[src/rtl/boundary_link_pkg.sv]
// Shared definitions for the boundary-exchange transmit path: channel state
// encoding and the beats-per-field helper.
package boundary_link_pkg;

    typedef enum logic [1:0] {
        IDLE      = 2'd0,
        SEND_STEP = 2'd1,
        SEND_X    = 2'd2,
        SEND_Y    = 2'd3
    } chan_state_t;

    function automatic int beats_per_field(input int field_w, input int link_w);
        return field_w / link_w;
    endfunction

endpackage

[src/rtl/boundary_tx_channel.sv]
// One boundary channel: snapshots {step, x, y} on step_done and streams it
// LSB-first as a framed LINK_W-wide valid/ready sequence.
module boundary_tx_channel
    import boundary_link_pkg::*;
#(
    parameter int DATA_W = 32,
    parameter int LINK_W = 8,
    parameter int STEP_W = 16
) (
    input  logic              clk,
    input  logic              reset,
    input  logic              step_done,
    input  logic [STEP_W-1:0] step_idx,
    input  logic [DATA_W-1:0] pos_x,
    input  logic [DATA_W-1:0] pos_y,
    input  logic              ready,
    output logic              valid,
    output logic [LINK_W-1:0] data,
    output logic              last,
    output logic              active,
    output logic              ignored
);

    localparam int STEP_BEATS = beats_per_field(STEP_W, LINK_W);
    localparam int POS_BEATS  = beats_per_field(DATA_W, LINK_W);
    localparam int MAX_BEATS  = (POS_BEATS > STEP_BEATS) ? POS_BEATS : STEP_BEATS;
    localparam int CNT_W      = (MAX_BEATS > 1) ? $clog2(MAX_BEATS) : 1;

    chan_state_t       state_r, state_s;
    logic [CNT_W-1:0]  cnt_r, cnt_s;
    logic [STEP_W-1:0] snap_step_r, snap_step_s;
    logic [DATA_W-1:0] snap_x_r, snap_x_s;
    logic [DATA_W-1:0] snap_y_r, snap_y_s;
    logic              valid_r, last_r, last_s;
    logic [LINK_W-1:0] data_r, beat_s;
    logic              xfer_s, final_s, accept_s;

    assign xfer_s   = valid_r & ready;
    assign final_s  = xfer_s & (state_r == SEND_Y) & (cnt_r == CNT_W'(POS_BEATS - 1));
    // A step_done landing on the closing handshake chains straight into a new frame.
    assign accept_s = step_done & ((state_r == IDLE) | final_s);
    assign ignored  = step_done & ~accept_s;
    assign active   = (state_r != IDLE);
    assign valid    = valid_r;
    assign data     = data_r;
    assign last     = last_r;

    // Next state, beat counter and snapshot capture.
    always_comb begin
        state_s     = state_r;
        cnt_s       = cnt_r;
        snap_step_s = snap_step_r;
        snap_x_s    = snap_x_r;
        snap_y_s    = snap_y_r;
        if (accept_s) begin
            state_s     = SEND_STEP;
            cnt_s       = '0;
            snap_step_s = step_idx;
            snap_x_s    = pos_x;
            snap_y_s    = pos_y;
        end else if (xfer_s) begin
            case (state_r)
                SEND_STEP: begin
                    if (cnt_r == CNT_W'(STEP_BEATS - 1)) begin
                        state_s = SEND_X;
                        cnt_s   = '0;
                    end else begin
                        cnt_s = cnt_r + CNT_W'(1);
                    end
                end
                SEND_X: begin
                    if (cnt_r == CNT_W'(POS_BEATS - 1)) begin
                        state_s = SEND_Y;
                        cnt_s   = '0;
                    end else begin
                        cnt_s = cnt_r + CNT_W'(1);
                    end
                end
                SEND_Y: begin
                    if (cnt_r == CNT_W'(POS_BEATS - 1)) begin
                        state_s = IDLE;
                        cnt_s   = '0;
                    end else begin
                        cnt_s = cnt_r + CNT_W'(1);
                    end
                end
                default: begin
                    state_s = IDLE;
                    cnt_s   = '0;
                end
            endcase
        end else begin
            state_s = state_r;
        end
    end

    // Beat selection from the next-cycle snapshot so the output register leads by nothing.
    always_comb begin
        beat_s = '0;
        case (state_s)
            SEND_STEP: beat_s = LINK_W'(snap_step_s >> (cnt_s * LINK_W));
            SEND_X:    beat_s = LINK_W'(snap_x_s >> (cnt_s * LINK_W));
            SEND_Y:    beat_s = LINK_W'(snap_y_s >> (cnt_s * LINK_W));
            default:   beat_s = '0;
        endcase
        last_s = (state_s == SEND_Y) && (cnt_s == CNT_W'(POS_BEATS - 1));
    end

    // State, snapshot and registered link outputs.
    always_ff @(posedge clk) begin
        if (reset) begin
            state_r     <= IDLE;
            cnt_r       <= '0;
            snap_step_r <= '0;
            snap_x_r    <= '0;
            snap_y_r    <= '0;
            valid_r     <= 1'b0;
            data_r      <= '0;
            last_r      <= 1'b0;
        end else begin
            state_r     <= state_s;
            cnt_r       <= cnt_s;
            snap_step_r <= snap_step_s;
            snap_x_r    <= snap_x_s;
            snap_y_r    <= snap_y_s;
            valid_r     <= (state_s != IDLE);
            data_r      <= beat_s;
            last_r      <= last_s;
        end
    end

endmodule

[src/rtl/boundary_link_tx.sv]
// Boundary-exchange transmitter: first node goes left, last node goes right,
// on two independent framed channels.
module boundary_link_tx
    import boundary_link_pkg::*;
#(
    parameter int DATA_W = 32,
    parameter int LINK_W = 8,
    parameter int STEP_W = 16
) (
    input  logic              clk,
    input  logic              reset,
    input  logic              step_done,
    input  logic [STEP_W-1:0] step_idx,
    input  logic [DATA_W-1:0] first_x,
    input  logic [DATA_W-1:0] first_y,
    input  logic [DATA_W-1:0] last_x,
    input  logic [DATA_W-1:0] last_y,
    output logic              l_valid,
    output logic [LINK_W-1:0] l_data,
    output logic              l_last,
    input  logic              l_ready,
    output logic              r_valid,
    output logic [LINK_W-1:0] r_data,
    output logic              r_last,
    input  logic              r_ready,
    output logic              busy,
    output logic              overrun
);

    logic l_active_s, r_active_s, l_ignored_s, r_ignored_s;
    logic overrun_r;

    boundary_tx_channel #(.DATA_W(DATA_W), .LINK_W(LINK_W), .STEP_W(STEP_W)) u_left (
        .clk(clk), .reset(reset), .step_done(step_done), .step_idx(step_idx),
        .pos_x(first_x), .pos_y(first_y), .ready(l_ready),
        .valid(l_valid), .data(l_data), .last(l_last),
        .active(l_active_s), .ignored(l_ignored_s)
    );

    boundary_tx_channel #(.DATA_W(DATA_W), .LINK_W(LINK_W), .STEP_W(STEP_W)) u_right (
        .clk(clk), .reset(reset), .step_done(step_done), .step_idx(step_idx),
        .pos_x(last_x), .pos_y(last_y), .ready(r_ready),
        .valid(r_valid), .data(r_data), .last(r_last),
        .active(r_active_s), .ignored(r_ignored_s)
    );

    assign busy    = l_active_s | r_active_s;
    assign overrun = overrun_r;

    // Sticky record of any step_done that a busy channel had to drop.
    always_ff @(posedge clk) begin
        if (reset) begin
            overrun_r <= 1'b0;
        end else if (l_ignored_s | r_ignored_s) begin
            overrun_r <= 1'b1;
        end else begin
            overrun_r <= overrun_r;
        end
    end

endmodule
[config.mk]
export PLATFORM = sky130hd
export DESIGN_NAME = boundary_link_tx
export DESIGN_NICKNAME = d
export VERILOG_FILES = /design/src/rtl/boundary_link_pkg.sv /design/src/rtl/boundary_tx_channel.sv /design/src/rtl/boundary_link_tx.sv
export SDC_FILE = /design/constraint.sdc
export NUM_CORES = 1
export LEC_CHECK = 0
export ABC_AREA = 0
export CAP_MARGIN = 25
export CELL_PAD_IN_SITES_DETAIL_PLACEMENT = 0
export CELL_PAD_IN_SITES_GLOBAL_PLACEMENT = 1
export CORE_MARGIN = 2
export CORE_UTILIZATION = 41
export DETAILED_ROUTE_END_ITERATION = 7
export PLACE_DENSITY_LB_ADDON = 0.1
export SLEW_MARGIN = 30
export SYNTH_ARGS = -nofsm -noshare
export SYNTH_HDL_FRONTEND = slang
export SYNTH_HIERARCHICAL = 1
export SYNTH_SLANG_ARGS = --single-unit
[constraint.sdc]
create_clock -name clk -period 5.7 [get_ports clk]
set_input_delay 1.14 -clock clk [delete_from_list [all_inputs] [get_ports clk]]
set_output_delay 1.14 -clock clk [all_outputs]
set_load 0.005 [all_outputs]
==> flow_summary.ini, run 1 <==
[status]
run_status = complete, no violations

[setup_path]
rr_endpoint = u_right/data[1]
worstPathArrival_ns = 3.89
critical_path.max_fanout = 46
timing_worst_setup_path_type = input port to register
reg2reg_setup_slack_ns = 2.55
worstSetupStartpoint = step_done
worst-endpoint-required_ns = 6.03
worst-r2r-cell-count = 8
crit_path_start_kind = input port
worst_r2r_startpoint = u_right/state_r[0]
worstSetupEndpointType = register

[pwr]
cellPowerDensity_mw_per_mm2 = 269
irDropWorstVdd_v = 0.000200
p_leak_nw = 3.99

[synth]
synth.lib_cells_used.distinct = 61
syn_area_per_cell_um2 = 7.78
syn-instance-count = 1158
synthDominantAreaCellType = dfxtp_1
syn-num-nets = 1313
ys_seq_elements = 189
synth.area.top_cells = dfxtp_1 (42%), nand2_1 (14%), a21oi_1 (9.8%)
synth.most_common_cell = nand2_1
postSynth.topFlopCell = dfxtp_1
synth_seq_area_share_pct = 42.0
synth_edf_count = 0
netlist_top_cells_count = nand2_1 (330), dfxtp_1 (189), a21oi_1 (176)
synth.cell_area_mm2 = 0.00900
synth_top_area_share_pct = 42.0
synthesis_warning_total = 6
ys_async_sr_fraction_pct = 0

[die]
coreArea_mm2 = 0.0217
rows = 54
die_height_um = 152
io_pins = 171
die_area_mm2 = 0.0232
initial_utilization_pct = 41.5
die_width_um = 152

[global_route]
gr-usage-all-layers_pct = 24.1
grt_start_max_net_pins = 91
grt_pass1_vias = 8126
wire_length_of_the_first_global_routing_pass_mm = 44.9
grt_antenna_before_repair = 1
overflow = 0

[clocking]
cts.repair_timing.setup_buffer_count = 0
tritoncts_num_sinks = 189
post_cts_resized = 0
worst_setup_hold_path_clk_slew_ns = 0.07
holdBufCountCts = 0
clock_latency_ns = 0.44
cts.htree.levels = 4
tritoncts = yes
clock_tree.root_cell = clkbuf_16
cts-buffers-inserted = 17
cts.path.max_buffers = 2

[finish]
seqCellArea_mm2 = 0.00378
final_std_cell_area_no_fill_mm2 = 0.0113
multi_input_area_mm2 = 0.00468
finish.net_count = 1426
post_route_cells_drive_above_1_share_pct = 6.55
areaGrowthSynthToFinish_pct = 25.3
layout.filler_cells = 2143

[placement]
placement.io_buffers = 170
placedInstanceArea_mm2 = 0.0107
routabilityCongestion = 0.858
dp.final_hpwl_mm = 20.5

[timing]
maxSlewViolCount = 0
clock_tree_skew_after_final_layout_ns = 0.0228
final_period_minus_worst_setup_slack_ns = 3.55
max_freq_mhz = 281
final_hold_viol_count = 0
max_slew_margin_pct = 38.2
timing.final.crit_share_pct = 62.4
final.setup.tns_ns = 0
timing_worst_slew_pin_value_ns = 0.927
timing.hold.ws_ns = 0.455
rsz_0062_raised_after_global_routing = no
setup_violations = 0

[drt]
vias_per_cell = 5.59
detail_route.iter0.violations = 805
final_antenna_net_count = 0
finalWirelength_mm = 28.8
post_drt_wl_per_cell_um = 18.4
first_pass_iters = 7
drc_errors = 0
vias = 8748

[hold_path]
hold_path.class = register to register
timing.hold.worst.start = u_right/snap_x_r[17]
holdPathStages = 2
min_delay_worst_endpoint = u_right/snap_x_r[17]

[run]
maxCapViolations = 0
==> layer usage <==
layer / up-vias / GRT usage (%) / routed length (um)
li1: 4296 / - / -
met1: 4146 / 37.5 / 14600
met2: 281 / 34.1 / 11900
met3: 25 / 4.15 / 1940
met4: 0 / 6.05 / 330
met5: - / 0 / 0
==> through the flow <==
step                power, mW  std cells  worst slack, ns  utilization, %
finish                   3.03       1564             2.15            52.0
global route             3.15       1563             1.92            52.0
CTS                      3.05       1562             2.18            51.9
detailed placement       1.90       1531             1.74            49.3
global placement         1.90       1531             1.77            49.3
floorplan                1.69       1158             3.21               -
==> cell families after synthesis <==
| kind of cell | synth area share [%] |
|---|---|
| AND/OR/NAND/NOR | 23.3 |
| AO/OA/AOI/OAI | 26.3 |
| flip-flops | 42.0 |
| buffers and inverters | 6.25 |
| multiplexers | 1.17 |
| adder cells (fa/ha/maj) | 0.834 |
| XOR/XNOR | 0.195 |
==> report_power, final <==
group / switching, mW / internal, mW / total, mW / leakage (nW)
Clock: 0.578 / 0.582 / 1.16 / 0.274
Combinational: 0.223 / 0.204 / 0.427 / 2.17
Sequential: 0.0501 / 1.40 / 1.45 / 1.55
Total: 0.851 / 2.18 / 3.03 / 3.99
==> state kept, by name, indices dropped and copies added (netlist names) <==
name,count
u_right/last,1
u_right/snap_x_r,32
u_right/snap_y_r,32
u_left/snap_step_r,16
u_right/cnt_r,2
u_right/snap_step_r,16
u_left/data,8
u_left/state_r,2
u_right/valid,1
u_left/snap_y_r,32
u_left/snap_x_r,32
overrun,1
u_left/cnt_r,2
u_right/data,8
u_left/valid,1
u_right/state_r,2
u_left/last,1
==> critical path, stage by stage <==
cell and delay [ns]:
clkdlybuf4s50_1 0.40, buf_4 0.23, inv_1 0.23, o22a_2 0.65, buf_4 0.55, mux2i_1 0.28
o211ai_1 0.12, a31o_1 0.24
==> worst max-delay path by stage <==
| stage | depth (start not counted) | slack (ns) | to |
|---|---|---|---|
| final | 8 | 2.15 | u_right/data[3] |
| after global routing | 8 | 1.92 | u_right/data[1] |
| after CTS | 8 | 2.18 | u_right/data[1] |
| after detailed placement | 8 | 1.74 | u_right/data[1] |
| after global placement | 8 | 1.77 | u_right/data[1] |
| after floorplan | 8 | 3.21 | u_left/data[1] |
==> cell usage in the layout, fill, tap and decap left out, types with 12 or more instances in the layout <==
cell type and n:
nand2_1 330, dfxtp_1 189, a21oi_1 176, clkdlybuf4s50_1 169, nor2_1 49, o21ai_0 24, a221oi_1 22, buf_4 18
and3_1 18, clkbuf_16 17, nand2b_1 16, nand3_1 14, o211ai_1 14, nor3_1 13, inv_1 12, nand4_1 12
a21o_1 12, a211oi_1 12
==> cell type report <==
| type | instances | share of cell area [%] |
|---|---|---|
| Multi-Input combinational cell | 861 | 41.5 |
| Tap cell | 280 | 3.10 |
| Clock buffer | 17 | 3.77 |
| Inverter | 14 | 0.466 |
| Clock inverter | 14 | 1.24 |
| Sequential cell | 189 | 33.5 |
| Antenna cell | 1 | 0.0222 |
| Timing Repair Buffer | 188 | 16.4 |
Power figures use the tool's default switching activity.
==> run 2: changes to the inputs <==
--- a/config.mk
+++ b/config.mk
@@ -10,7 +10,7 @@
 export CELL_PAD_IN_SITES_DETAIL_PLACEMENT = 0
 export CELL_PAD_IN_SITES_GLOBAL_PLACEMENT = 1
 export CORE_MARGIN = 2
-export CORE_UTILIZATION = 41
+export CORE_UTILIZATION = 38
 export DETAILED_ROUTE_END_ITERATION = 7
 export PLACE_DENSITY_LB_ADDON = 0.1
 export SLEW_MARGIN = 30
==> constraint.sdc (replaced) <==
create_clock -name clk -period 3.3 [get_ports clk]
set_input_delay 0.66 -clock clk [delete_from_list [all_inputs] [get_ports clk]]
set_output_delay 0.66 -clock clk [all_outputs]
set_load 0.005 [all_outputs]
==> flow_summary.ini, run 2 (synthesized netlist as in run 1, its figures left out) <==
[setup_path]
crit_chain = nor2_4 -> inv_1 -> or2_1 -> clkdlybuf4s50_1
worst-endpoint-required_ns = 2.64
critical_path.top_delay_family = flip-flops
worstPathArrival_ns = 2.06
critical_path.max_fanout = 16
worst_path_bufs_invs = 2
worstSetupEndpointType = primary output
timing_worst_setup_path_type = register to primary output
worst-r2r-cell-count = 7
critPathMaxStageDelay_ns = 0.72
critical-path-slowest-cell = dfxtp_1
worstSetupPathDepth = 4
crit_path_start_kind = register

[placement]
routabilityCongestion = 0.858
placement.io_buffers = 170
dp.final_hpwl_mm = 21.5

[run]
maxCapViolations = 0

[pwr]
pwr-share-clk_pct = 39.7
irDropWorstVdd_v = 0.000357
p_leak_nw = 4.11
cellPowerDensity_mw_per_mm2 = 468
net-switching-power_mw = 1.56
power_report.internal_total_mw = 3.83
power_frac_comb_pct = 13.7
power.switching_fraction_pct = 28.9
seq_power_share_pct = 46.6

[die]
die_area_mm2 = 0.0249
die_height_um = 158
initial_utilization_pct = 38.6
die_width_um = 158
io_pins = 171
coreArea_mm2 = 0.0233
rows = 56

[finish]
finish.net_count = 1443
post_route_cells_drive_above_1_share_pct = 7.84
final_core_util_pct = 49.4
antennaDiodeCount = 0
layout_common_cells = nand2_1 (330), dfxtp_1 (189), a21oi_1 (176)
areaGrowthSynthToFinish_pct = 28.0
mostFrequentLayoutCell = nand2_1

[global_route]
grt_pass1_vias = 8038
gr-usage-all-layers_pct = 23.6
wire_length_of_the_first_global_routing_pass_mm = 45.3
overflow = 0
grt_antenna_before_repair = 0
grt_start_max_net_pins = 77

[timing]
maxSlewViolCount = 0
timing.final.crit_share_pct = 82.5
rsz_0062_raised_after_global_routing = no
final_hold_viol_count = 0
clock_tree_skew_after_final_layout_ns = 0.0155
setup_violations = 0
final_period_minus_worst_setup_slack_ns = 2.72
max_slew_margin_pct = 48.0
timing_worst_slew_pin_value_ns = 0.779
final.setup.tns_ns = 0
max_freq_mhz = 367

[drt]
vias_per_cell = 5.40
finalWirelength_mm = 29.2
final_antenna_net_count = 0
post_drt_wl_per_cell_um = 18.0
drc_errors = 0
detail_route.iter0.violations = 674
vias = 8743
first_pass_iters = 6

[clocking]
tritoncts = yes
clock_latency_ns = 0.45
worst_setup_hold_path_clk_slew_ns = 0.08
cts.htree.levels = 4
cts.path.max_buffers = 2
post_cts_resized = 0
holdBufCountCts = 0
cts.repair_timing.setup_buffer_count = 0
tritoncts_num_sinks = 189
clock_tree.root_cell = clkbuf_16
cts-buffers-inserted = 17

[hold_path]
holdPathStages = 2
hold_path.class = register to register

[status]
run_status = complete, no violations
[run 2: cell types whose count changed in the layout (fill, tap and decap cells not counted)]
cell,change
clkinv_8,+4
diode_2,-1
buf_4,+15
clkinvlp_4,-2
buf_12,+2
clkbuf_8,+1
inv_12,+2
inv_6,-1
inv_8,-3
o2bb2ai_2,+1
o2bb2ai_4,-1
[run 2: final timing paths]
path                           startpoint                      end  slack [ns]
setup / recovery       u_right/state_r[0]                     busy        0.58
hold / removal    u_right/snap_step_r[14]  u_right/snap_step_r[14]        0.46
setup reg to reg       u_right/state_r[0]          u_right/data[2]        0.66
hold reg to reg   u_right/snap_step_r[14]  u_right/snap_step_r[14]        0.46
[run 2: power by group through the flow]
stage                     Clock (mW)  Sequential, mW  Combinational [mW]
after floorplan                    0            2.52               0.406
after global placement             0            2.57               0.736
after detailed placement           0            2.56               0.739
after CTS                       2.18            2.51               0.743
after global routing            2.29            2.53               0.818
final                           2.14            2.51               0.741
[run 2: cell type report]
cell class | instances | area [um^2]
Timing Repair Buffer | 205 | 2000
Inverter | 14 | 52.6
Clock inverter | 14 | 180
Tap cell | 319 | 399
Fill cell | 2388 | 11800
Clock buffer | 18 | 439
Sequential cell | 189 | 3780
Multi-Input combinational cell | 861 | 4670
[run 2: worst register-to-register path, cell delays in order, from the launching register on]
cell	delay (ns)
dfxtp_1	0.72
and3_1	0.46
nand2_1	0.12
a21oi_2	0.30
buf_4	0.22
o221ai_1	0.11
a2111oi_0	0.50
or2_1	0.16
[run 2: through the flow]
stage | std cells | setup slack (ns) | cell area [um^2] | hold WS [ns] | power [mW]
4_1_cts | 1620 | 0.586 | 11500 | 0.457 | 5.44
2_1_floorplan | 1158 | 1.29 | 9000 | 0.431 | 2.92
3_3_place_gp | 1588 | 0.206 | 10900 | 0.445 | 3.30
6_report | 1620 | 0.579 | 11500 | 0.457 | 5.39
5_1_grt | 1620 | 0.444 | 11500 | 0.475 | 5.64
3_5_place_dp | 1588 | 0.192 | 10900 | 0.445 | 3.30
[run 2: metal layers]
metal | vias to the layer above | track usage [%] | part of all wire (%)
li1 | 4327 | - | -
met5 | - | 0 | 0
met1 | 4138 | 37.0 | 51
met2 | 256 | 33.3 | 42
met4 | 0 | 3.94 | 0.85
met3 | 22 | 4.63 | 6.2
